### config.mk
export PLATFORM = sky130hd
export DESIGN_NAME = apb_bridge_rr_arbiter
export DESIGN_NICKNAME = d
export VERILOG_FILES = /design/src/rtl/apb_bridge_rr_arbiter.sv
export SDC_FILE = /design/constraint.sdc
export NUM_CORES = 1
export LEC_CHECK = 0
export CAP_MARGIN = 20
export CORE_UTILIZATION = 41
export DETAILED_ROUTE_END_ITERATION = 8
export PLACE_DENSITY_LB_ADDON = 0.05
export SLEW_MARGIN = 20
export SYNTH_ARGS = -nofsm -noshare
export SYNTH_HDL_FRONTEND = slang
export SYNTH_SLANG_ARGS = --single-unit
### constraint.sdc
create_clock -name HCLK -period 2 [get_ports HCLK]
set_input_delay 0.4 -clock HCLK [delete_from_list [all_inputs] [get_ports HCLK]]
set_output_delay 0.4 -clock HCLK [all_outputs]
set_load 0.01 [all_outputs]
### src/rtl/apb_bridge_rr_arbiter.sv
// Two-port round-robin command arbiter driving one non-pipelined AHB-lite
// transfer at a time into an AHB-to-APB bridge, with per-port response pulses.
module apb_bridge_rr_arbiter #(
  parameter int ADDRWIDTH = 16,
  parameter int DATAWIDTH = 32
) (
  input  logic                 HCLK,
  input  logic                 HRESETn,
  input  logic                 req0_valid,
  input  logic                 req0_write,
  input  logic [ADDRWIDTH-1:0] req0_addr,
  input  logic [DATAWIDTH-1:0] req0_wdata,
  output logic                 req0_ready,
  output logic                 resp0_valid,
  output logic [DATAWIDTH-1:0] resp0_rdata,
  output logic                 resp0_err,
  input  logic                 req1_valid,
  input  logic                 req1_write,
  input  logic [ADDRWIDTH-1:0] req1_addr,
  input  logic [DATAWIDTH-1:0] req1_wdata,
  output logic                 req1_ready,
  output logic                 resp1_valid,
  output logic [DATAWIDTH-1:0] resp1_rdata,
  output logic                 resp1_err,
  output logic                 M_HSEL,
  output logic [ADDRWIDTH-1:0] M_HADDR,
  output logic [1:0]           M_HTRANS,
  output logic                 M_HWRITE,
  output logic [2:0]           M_HSIZE,
  output logic [3:0]           M_HPROT,
  output logic [DATAWIDTH-1:0] M_HWDATA,
  output logic                 M_HREADY,
  input  logic                 M_HREADYOUT,
  input  logic [DATAWIDTH-1:0] M_HRDATA,
  input  logic                 M_HRESP,
  output logic                 busy
);

  typedef enum logic [1:0] {IDLE, ADDR, DATA} state_t;

  state_t               state_q;
  logic                 last_grant_q;
  logic                 grant_q;
  logic                 hsel_q;
  logic [ADDRWIDTH-1:0] haddr_q;
  logic [1:0]           htrans_q;
  logic                 hwrite_q;
  logic [DATAWIDTH-1:0] hwdata_q;
  logic [1:0]           resp_valid_q;
  logic [1:0]           resp_err_q;
  logic [DATAWIDTH-1:0] resp0_rdata_q;
  logic [DATAWIDTH-1:0] resp1_rdata_q;

  logic                 grant_vld_d;
  logic                 grant_d;
  logic                 write_d;
  logic [ADDRWIDTH-1:0] addr_d;
  logic [DATAWIDTH-1:0] wdata_d;

  // On a tie the requester that did not win last time takes the bus.
  always_comb begin
    grant_vld_d = (state_q == IDLE) && (req0_valid || req1_valid);
    grant_d     = req1_valid && (!req0_valid || !last_grant_q);
    write_d     = grant_d ? req1_write : req0_write;
    addr_d      = grant_d ? req1_addr  : req0_addr;
    wdata_d     = grant_d ? req1_wdata : req0_wdata;
  end

  // Ready is a same-cycle acknowledge; gating with HRESETn keeps it low in reset.
  assign req0_ready = HRESETn && grant_vld_d && !grant_d;
  assign req1_ready = HRESETn && grant_vld_d && grant_d;

  always_ff @(posedge HCLK or negedge HRESETn) begin
    if (!HRESETn) begin
      state_q       <= IDLE;
      last_grant_q  <= 1'b1;
      grant_q       <= 1'b0;
      hsel_q        <= 1'b0;
      haddr_q       <= '0;
      htrans_q      <= 2'b00;
      hwrite_q      <= 1'b0;
      hwdata_q      <= '0;
      resp_valid_q  <= 2'b00;
      resp_err_q    <= 2'b00;
      resp0_rdata_q <= '0;
      resp1_rdata_q <= '0;
    end else begin
      resp_valid_q <= 2'b00;
      case (state_q)
        IDLE: begin
          if (grant_vld_d) begin
            grant_q      <= grant_d;
            last_grant_q <= grant_d;
            hsel_q       <= 1'b1;
            htrans_q     <= 2'b10;
            haddr_q      <= {addr_d[ADDRWIDTH-1:2], 2'b00};
            hwrite_q     <= write_d;
            hwdata_q     <= wdata_d;
            state_q      <= ADDR;
          end
        end
        ADDR: begin
          hsel_q   <= 1'b0;
          htrans_q <= 2'b00;
          state_q  <= DATA;
        end
        DATA: begin
          // An ERROR response with HREADYOUT low is only the first phase; wait it out.
          if (M_HREADYOUT) begin
            state_q               <= IDLE;
            resp_valid_q[grant_q] <= 1'b1;
            resp_err_q[grant_q]   <= M_HRESP;
            if (grant_q) resp1_rdata_q <= hwrite_q ? '0 : M_HRDATA;
            else         resp0_rdata_q <= hwrite_q ? '0 : M_HRDATA;
          end
        end
        default: state_q <= IDLE;
      endcase
    end
  end

  assign M_HSEL      = hsel_q;
  assign M_HADDR     = haddr_q;
  assign M_HTRANS    = htrans_q;
  assign M_HWRITE    = hwrite_q;
  assign M_HWDATA    = hwdata_q;
  assign M_HSIZE     = 3'b010;
  assign M_HPROT     = 4'b0011;
  assign M_HREADY    = M_HREADYOUT;
  assign busy        = (state_q != IDLE);
  assign resp0_valid = resp_valid_q[0];
  assign resp1_valid = resp_valid_q[1];
  assign resp0_err   = resp_err_q[0];
  assign resp1_err   = resp_err_q[1];
  assign resp0_rdata = resp0_rdata_q;
  assign resp1_rdata = resp1_rdata_q;

endmodule

# Word-level counts from Yosys, hierarchy flattened
# Cells that the tools add are included.
# op_classes
eq_ne	4
bitwise_logic	1
n_reduce_logical	20
magnitude_cmp	2
mux	16
# op_table
operator	n
$mux 32	2
$mux 16	1
$mux 2	5
$reduce_and 2->1	4
$logic_and 1x1->1	6
$pmux 2 s3	1
$reduce_and 3->1	2
$ne 2x2->1 const B	2
$pmux 2 s2	1
$reduce_bool 2->1	2
$logic_not 1->1	3
$mux 1	3
$bwmux 2	1
$eq 2x1->1 const B	1
$eq 2x2->1 const B	1
$logic_not 2->1	1
$logic_or 1x1->1	2
$lt 1x2->1 const B	1
$pmux 1 s2	1
$demux 1 s1	1
$ge 1x1->1 const B	1
$not 1->1	1
# word_totals
regBits	122
inputBits	136
out_inout_bits	131
wordCells	55

# Longest topological paths before layout
# Gate-level depths: netlist (run 1).
# depth
word_depth	6
mapped_depth	6

# Worst setup path after synthesis (run 1)
# No wires, ideal clock.
# synth_timing
path_kind	register -> output
startpoint	reg state_q[1]
endpoint	out req0_ready
required_time_ns	1.600
arrival_time_ns	1.197
setup_slack_ns	0.403
path_stages_with_launch	6
path_cell_list	dfrtp_1 nor2_2 o21ai_2 inv_2 buf_2 and3_1
# synth_via
elab_chain_len	4
# synth_rtl
element	line_no	source
start, declared	41	state_t state_q;
start signal, assigned	75	state_q <= IDLE;
start signal, assigned	99	state_q <= ADDR;
start signal, assigned	105	state_q <= DATA;
$logic_not 2->1	62	grant_vld_d = (state_q == IDLE) && (req0_valid || req1_valid);
$logic_and 1x1->1	62	
$logic_and 1x1->1 (2 in a row)	70	assign req0_ready = HRESETn && grant_vld_d && !grant_d;
end, declared	13	output logic req0_ready,
# No other way between the ends.

# Worst setup path in the final report (run 1)
# layout_timing
startpoint	in req0_valid
endpoint	out req1_ready
# layout_via
elab_chain_len	4
word_cells_on_any_way	7
classes_between	reduce/logical (7)
# layout_rtl
element	line_no	source
start, declared	9	input logic req0_valid,
$logic_or 1x1->1 or $logic_not 1->1 (tied branches)	62, 63	
$logic_and 1x1->1 or $logic_or 1x1->1 (tied branches)	62, 63	
$logic_and 1x1->1 (on tied branches)	71, 63	
$logic_and 1x1->1 (*)	71	assign req1_ready = HRESETn && grant_vld_d && grant_d;
end, declared	21	output logic req1_ready,
# Every way passes the cells marked *; elsewhere a longest branch is shown, timed or not.

==> metrics.csv, run 1 <==
metric,value,unit
status,"complete, no violations",
reg2reg_to,M_HWDATA[28],
worstPathArrival,1.52,ns
io_pins,267,
post_cts_buffers,0,
synth_area_leaders,"dfrtp_1 53%, mux2_4 25%, o21ai_0 5.7%",
path_class,in -> out,
grt_max_degree,120,
synth_area_leader_cell,dfrtp_1,
nNetsFinal,835,
worstSetupStartpointType,input pin,
die_area,14200,µm²
p_int,9.37,mW
fin_total_pwr,13.6,mW
fp.dieW,119,µm
hold_viol,0,
synth_cell_type_count,27,
yosysTopAreaCellShare,0.531,
wl,14000,µm
htree_levels,4,
layout_min_cycle_time,1.92,ns
r2r_start,last_grant_q,
syn-cell-area,5610,µm²
p_clk_frac,0.219,
vias,4105,
p_seq_frac,0.317,
die_h,119,µm
p_per_area,1530,nW/µm²
setup_viol,0,
comb_power_share,0.465,
synthCells,438,
crit_path_end_kind,output pin,
drv_slew,0,
firstDrtPassIters,4,
crit_start,req0_valid,
grt_pass1_wl,22500,µm
antenna_left,0,
hp-class,in -> async,
numCtsBuffers,17,
clockBufferDepth,2,
globalplace.congestion,0.768,
relSlewSlack,0.587,
grt_remaining_overflow,0,
drive_above_1_share,0.223,
cts_tree,built,
ys_seq_elements,120,
crit_end,req1_ready,
crit_fanout,5,
ir_drop,0.673,mV
clock-root-buffer,clkbuf_16,
first_global_vias,4330,
start_util,0.422,
syn_area_per_cell,12.8,µm²
rows,42,
port_buffers,252,
swShare,0.312,
ys.warnings.count,0,
dr.first_iter.drc_count,175,
syn_to_final_growth,58.8,%
fin_crit_sh,0.962,
clock_sinks,120,
power_leakage,4.05,nW
rsz0062_at_grt,no,
max_freq,520,MHz
antenna_found_initial,0,
vias_per_cell,4.62,
path_clk_slew,0.06,ns
critPathRequiredTime,1.60,ns
n_antenna_cell,0,
grt_use_total,0.208,
finish.utilization,0.670,
rr_worst_depth,4,
worst_pin_slew,0.619,ns
clock_latency,0.40,ns
drc_errors,0,
core,13300,µm²
dp_hpwl,10000,µm
finClkSkew,0.0111,ns
filler_cell_count,1017,
regToRegSetupSlack,0.15,ns
detail_route.wl_per_cell,15.8,µm
power.switching,4.24,mW
seq_area_frac_synth,0.535,
maxCapViolations,0,
-- registers in the layout, indices dropped and copies added (netlist names) --
| register | flops |
|---|---|
| M_HWDATA | 32 |
| resp0_rdata | 32 |
| resp1_rdata | 32 |
| M_HADDR | 14 |
| resp_err_q | 2 |
| resp_valid_q | 2 |
| state_q | 2 |
| M_HTRANS | 1 |
| M_HWRITE | 1 |
| grant_q | 1 |
| last_grant_q | 1 |
-- power groups by stage --
stage               Combinational, mW  Sequential [mW]  Clock [mW]
global placement                 6.31             4.29           0
floorplan                        2.58             4.80           0
CTS                              6.42             4.32        3.06
finish                           6.33             4.31        2.98
global route                     6.81             4.47        3.18
detailed placement               6.40             4.31           0
-- critical path, cell delays in order --
cell	delay, ns
clkdlybuf4s50_1	0.47
a21bo_4	0.27
nor3_4	0.14
clkdlybuf4s15_2	0.25
-- cell usage in the layout (no fill, tap or decap) --
cell type / netlist / routed
clkdlybuf4s50_1: 0 / 248
dfrtp_1: 119 / 119
mux2_4: 94 / 94
nand2_1: 66 / 66
o21ai_0: 64 / 64
nand2b_1: 34 / 34
buf_4: 14 / 19
clkbuf_16: 0 / 17
conb_1: 2 / 10
clkinv_4: 0 / 5
inv_1: 4 / 4
clkinv_2: 0 / 4
buf_12: 4 / 3
mux2_2: 2 / 2
inv_6: 0 / 2
bufinv_16: 0 / 2
nor2_4: 0 / 1
nand4bb_2: 0 / 1
nand4b_1: 1 / 1
a21bo_4: 0 / 1
o21ai_2: 1 / 1
inv_2: 1 / 1
and3_1: 1 / 1
nor3_4: 0 / 1
a21oi_1: 1 / 1
a31oi_1: 1 / 1
o2bb2ai_1: 1 / 1
o21ai_1: 1 / 1
clkbuf_8: 0 / 1
clkinvlp_4: 0 / 1
dlygate4sd3_1: 0 / 1
dfstp_2: 1 / 1
dlygate4sd2_1: 0 / 1
buf_2: 3 / 1
clkdlybuf4s15_2: 0 / 1
-- cell families (layout without fill, tap and decap cells) --
logic type | count (synthesis) | count (layout) | synth area share
flip-flops | 120 | 120 | 0.535
buffers and inverters | 45 | 311 | 0.0544
AO/OA/AOI/OAI | 70 | 70 | 0.0649
other | 2 | 10 | 0.00134
multiplexers | 96 | 96 | 0.255
AND/OR/NAND/NOR | 105 | 105 | 0.0887
-- per-stage QoR --
| step | hold slack (ns) | area (µm²) | std cells | TNS [ns] | worst slack [ns] |
|---|---|---|---|---|---|
| floorplan | 0.104 | 5640 | 446 | 0 | 0.403 |
| global placement | 0.420 | 8300 | 855 | -10.52 | -0.413 |
| detailed placement | 0.416 | 8300 | 855 | -12.17 | -0.431 |
| CTS | 0.191 | 8920 | 888 | 0 | 0.0276 |
| global route | 0.204 | 8910 | 888 | 0 | 0.00609 |
| finish | 0.166 | 8910 | 888 | 0 | 0.0756 |
-- layout make-up --
type / count / area (µm²) / share of cell area
clock buffer: 18 / 439 / 0.0493
multi-input combinational: 281 / 2360 / 0.265
inverter: 5 / 18.8 / 0.00211
sequential: 120 / 3000 / 0.337
timing repair buffer: 274 / 2720 / 0.305
tap: 176 / 220 / 0.0247
clock inverter: 14 / 149 / 0.0167
-- routing by layer --
metal	wire length (µm)	global-route usage	up-vias	share of wire
li1	-	-	1980	-
met1	5710	0.246	1948	0.41
met2	7070	0.347	158	0.50
met3	965	0.0690	19	0.069
met4	271	0.0847	0	0.019
met5	0	0	-	0
-- synth_stat cells --
cell,count
o21ai_1,1
buf_6,2
nand2b_1,34
conb_1,2
a21oi_1,1
a21bo_1,1
nand4bb_1,1
nor3_1,1
mux2_2,2
mux2_4,94
clkbuf_1,16
buf_1,1
dfrtp_1,119
buf_12,4
a31oi_1,1
inv_1,4
o21ai_2,1
and3_1,1
nor2_2,1
nand4b_1,1
buf_4,14
buf_2,3
inv_2,1
dfstp_2,1
o2bb2ai_1,1
o21ai_0,64
nand2_1,66
-- worst min-delay path by stage --
stage | start | endpoint | slack [ns] | cells past startpoint
CTS | HRESETn | resp1_rdata[3] | 0.19 | 2
detailed placement | HRESETn | last_grant_q | 0.42 | 1
finish | HRESETn | resp0_rdata[3] | 0.17 | 2
floorplan | HRESETn | M_HADDR[10] | 0.10 | 0
global placement | HRESETn | last_grant_q | 0.42 | 1
global route | HRESETn | resp0_rdata[1] | 0.20 | 2
-- what timing repair did --
item,in CTS,in global routing
pin swaps,0,1
endpoints found under the setup margin,3,2
endpoints found under the hold margin,1,0
resized for setup,10,1
gates cloned,0,0
hold buffers,1,0
(Power assumes the default switching activity.)
==> inputs of run 2 (changes only) <==
Settings changed: CORE_UTILIZATION 41 to 42, CTS_BUF_LIST set to sky130_fd_sc_hd__clkbuf_2 sky130_fd_sc_hd__clkbuf_4 sky130_fd_sc_hd__clkbuf_8, HOLD_SLACK_MARGIN set to 0.06.
==> run 2 against run 1 <==
Compared with the run above: clock power down 22%; critical endpoint is now busy; clock-buffer cell count up 6; setup slack lost 0.0088 ns; hold slack gained 0.31 ns; power shrank 4.6%; sequential share of layout area increased by 0.55 points.
==> metrics.csv, run 2 (same netlist as run 1, synthesis figures left out) <==
metric,value,unit,change
grt_pass1_wl,22700,µm,was 22500 µm
relSlewSlack,0.593,,was 0.587
crit_path_end_kind,output pin,,unchanged
dp_hpwl,10200,µm,was 10000 µm
finish.utilization,0.684,,was 0.670
path_depth,4,,unchanged
clock_latency,0.43,ns,was 0.40 ns
dr.first_iter.drc_count,183,,was 175
worstPathArrival,1.53,ns,was 1.52 ns
crit_fanout,3,,was 5
port_buffers,252,,unchanged
status,"complete, no violations",,unchanged
hp-class,in -> async,,unchanged
p_per_area,1480,nW/µm²,was 1530 nW/µm²
firstDrtPassIters,4,,unchanged
start_util,0.438,,was 0.422
drive_above_1_share,0.228,,was 0.223
critical-path-max-stage-delay,0.43,ns,was 0.47 ns
worst_pin_slew,0.610,ns,was 0.619 ns
die_area,13800,µm²,was 14200 µm²
cts_tree,built,,unchanged
filler_cell_count,998,,was 1017
crit_end,busy,,was req1_ready
hold_viol,0,,unchanged
nNetsFinal,839,,was 835
power_leakage,4.00,nW,was 4.05 nW
fp.dieW,118,µm,was 119 µm
path_class,reg -> out,,was in -> out
n_antenna_cell,0,,unchanged
maxCapViolations,0,,unchanged
path_clk_slew,0.07,ns,was 0.06 ns
regToRegSetupSlack,0.16,ns,was 0.15 ns
pre_cts_slack,-0.328,ns,was -0.431 ns
critPathRequiredTime,1.60,ns,about the same
antenna_found_initial,0,,unchanged
first_global_vias,4423,,was 4330
dp_cells,848,,was 855
ir_drop,0.603,mV,was 0.673 mV
vias,4159,,was 4105
max_freq,517,MHz,was 520 MHz
drc_errors,0,,unchanged
crit_start,state_q[1],,was req0_valid
antenna_left,0,,unchanged
final_cells,887,,was 888
grt_max_degree,118,,was 120
whs,0.477,ns,was 0.166 ns
htree_levels,4,,unchanged
clock-root-buffer,clkbuf_8,,was clkbuf_16
core,12800,µm²,was 13300 µm²
reg2reg_to,M_HADDR[9],,was M_HWDATA[28]
layout_common_cells,"247 x clkdlybuf4s50_1, 117 x dfrtp_1, 94 x mux2_4",,"was 248 x clkdlybuf4s50_1, 119 x dfrtp_1, 94 x mux2_4"
rr_worst_depth,4,,unchanged
path_delay_family,buffers and inverters,,unchanged
place_area,8290,µm²,was 8300 µm²
fin_crit_sh,0.967,,was 0.962
detail_route.wl_per_cell,15.9,µm,was 15.8 µm
fin_area,8780,µm²,was 8910 µm²
die_h,118,µm,was 119 µm
clock_sinks,120,,unchanged
grt_use_total,0.212,,was 0.208
cp_cell_sequence,nor2_4 -> inv_1 -> buf_4 -> dlygate4sd2_1,,was clkdlybuf4s50_1 -> a21bo_4 -> nor3_4 -> clkdlybuf4s15_2
numCtsBuffers,17,,unchanged
rows,41,,was 42
io_pins,267,,unchanged
drv_slew,0,,unchanged
crit_slowest_cell,dfrtp_2,,was clkdlybuf4s50_1
globalplace.congestion,0.770,,was 0.768
clockBufferDepth,2,,unchanged
syn_to_final_growth,56.4,%,was 58.8%
final_common_cell,clkdlybuf4s50_1,,unchanged
setup_viol,0,,unchanged
worstSetupStartpointType,flop,,was input pin
layout_min_cycle_time,1.93,ns,was 1.92 ns
final.setup.worst_slack,0.0667,ns,was 0.0756 ns
r2r_start,last_grant_q,,unchanged
vias_per_cell,4.69,,was 4.62
timing.critical_path.buf_inv,3,,was 2
wl,14100,µm,was 14000 µm
finClkSkew,0.0161,ns,was 0.0111 ns
grt_remaining_overflow,0,,unchanged
## run 2: cell count changes in the layout (fill, tap and decap cells not counted), moves of 2 or more
cell	previous run	this run
clkbuf_8	1	21
clkinv_2	4	2
dfrtp_2	0	2
buf_4	19	21
clkinv_4	5	1
clkbuf_4	0	3
dfrtp_1	119	117
clkbuf_16	17	0
inv_6	2	0
## run 2: how the worst min path moves through the flow
stage | endpoint | slack [ns] | cells past startpoint
finish | M_HWDATA[26] | 0.48 | 3
global route | M_HWDATA[26] | 0.48 | 3
CTS | M_HWDATA[26] | 0.38 | 2
detailed placement | M_HWDATA[26] | 0.23 | 1
global placement | M_HWDATA[1] | 0.22 | 1
floorplan | M_HADDR[10] | 0.10 | 0
## run 2: layer usage
layer | routed length (µm) | track usage | up-vias
li1 | - | - | 1980
met1 | 5600 | 0.246 | 1981
met2 | 6950 | 0.349 | 177
met3 | 1270 | 0.0848 | 21
met4 | 325 | 0.0881 | 0
met5 | 0 | 0 | -
## run 2: final cells by class
type / count / area, µm² / share of cell area
clock buffers: 24 / 312 / 0.0355
clock inverters: 7 / 116 / 0.0133
inverters: 5 / 18.8 / 0.00214
multi-input cells: 281 / 2350 / 0.268
flip-flops and latches: 120 / 3010 / 0.343
well taps: 172 / 215 / 0.0245
repair buffers: 278 / 2760 / 0.314
## run 2: what timing repair did
item / in CTS / in global routing
pin swaps: 1 / 1
setup buffers: 1 / 6
endpoints found under the hold margin: 3 / 0
hold buffers: 1 / 0
endpoints found under the setup margin: 3 / 3
gates resized for setup: 10 / 4
## run 2: worst reg2reg max path: cells and delay by family, from the launching register on
| kind | cells | cell delay [ns] |
|---|---|---|
| AO/OA/AOI/OAI | 1 | 0.15 |
| buffers and inverters | 1 | 0.42 |
| flip-flops | 1 | 0.56 |
| multiplexers | 2 | 0.60 |
## run 2: power by group
part	switching, mW	leakage, nW	internal [mW]	total, mW
sequential	0.696	1.49	3.62	4.32
clock	0.928	0.219	1.40	2.33
combinational	2.45	2.29	3.89	6.34
total	4.08	4.00	8.92	13.0
## run 2: metrics by stage
stage                     power, mW  setup TNS, ns
after floorplan                7.38              0
after global placement         10.6         -10.01
after detailed placement       10.7         -11.36
after CTS                      13.1              0
after global routing           13.8       -0.00571
final                          13.0              0
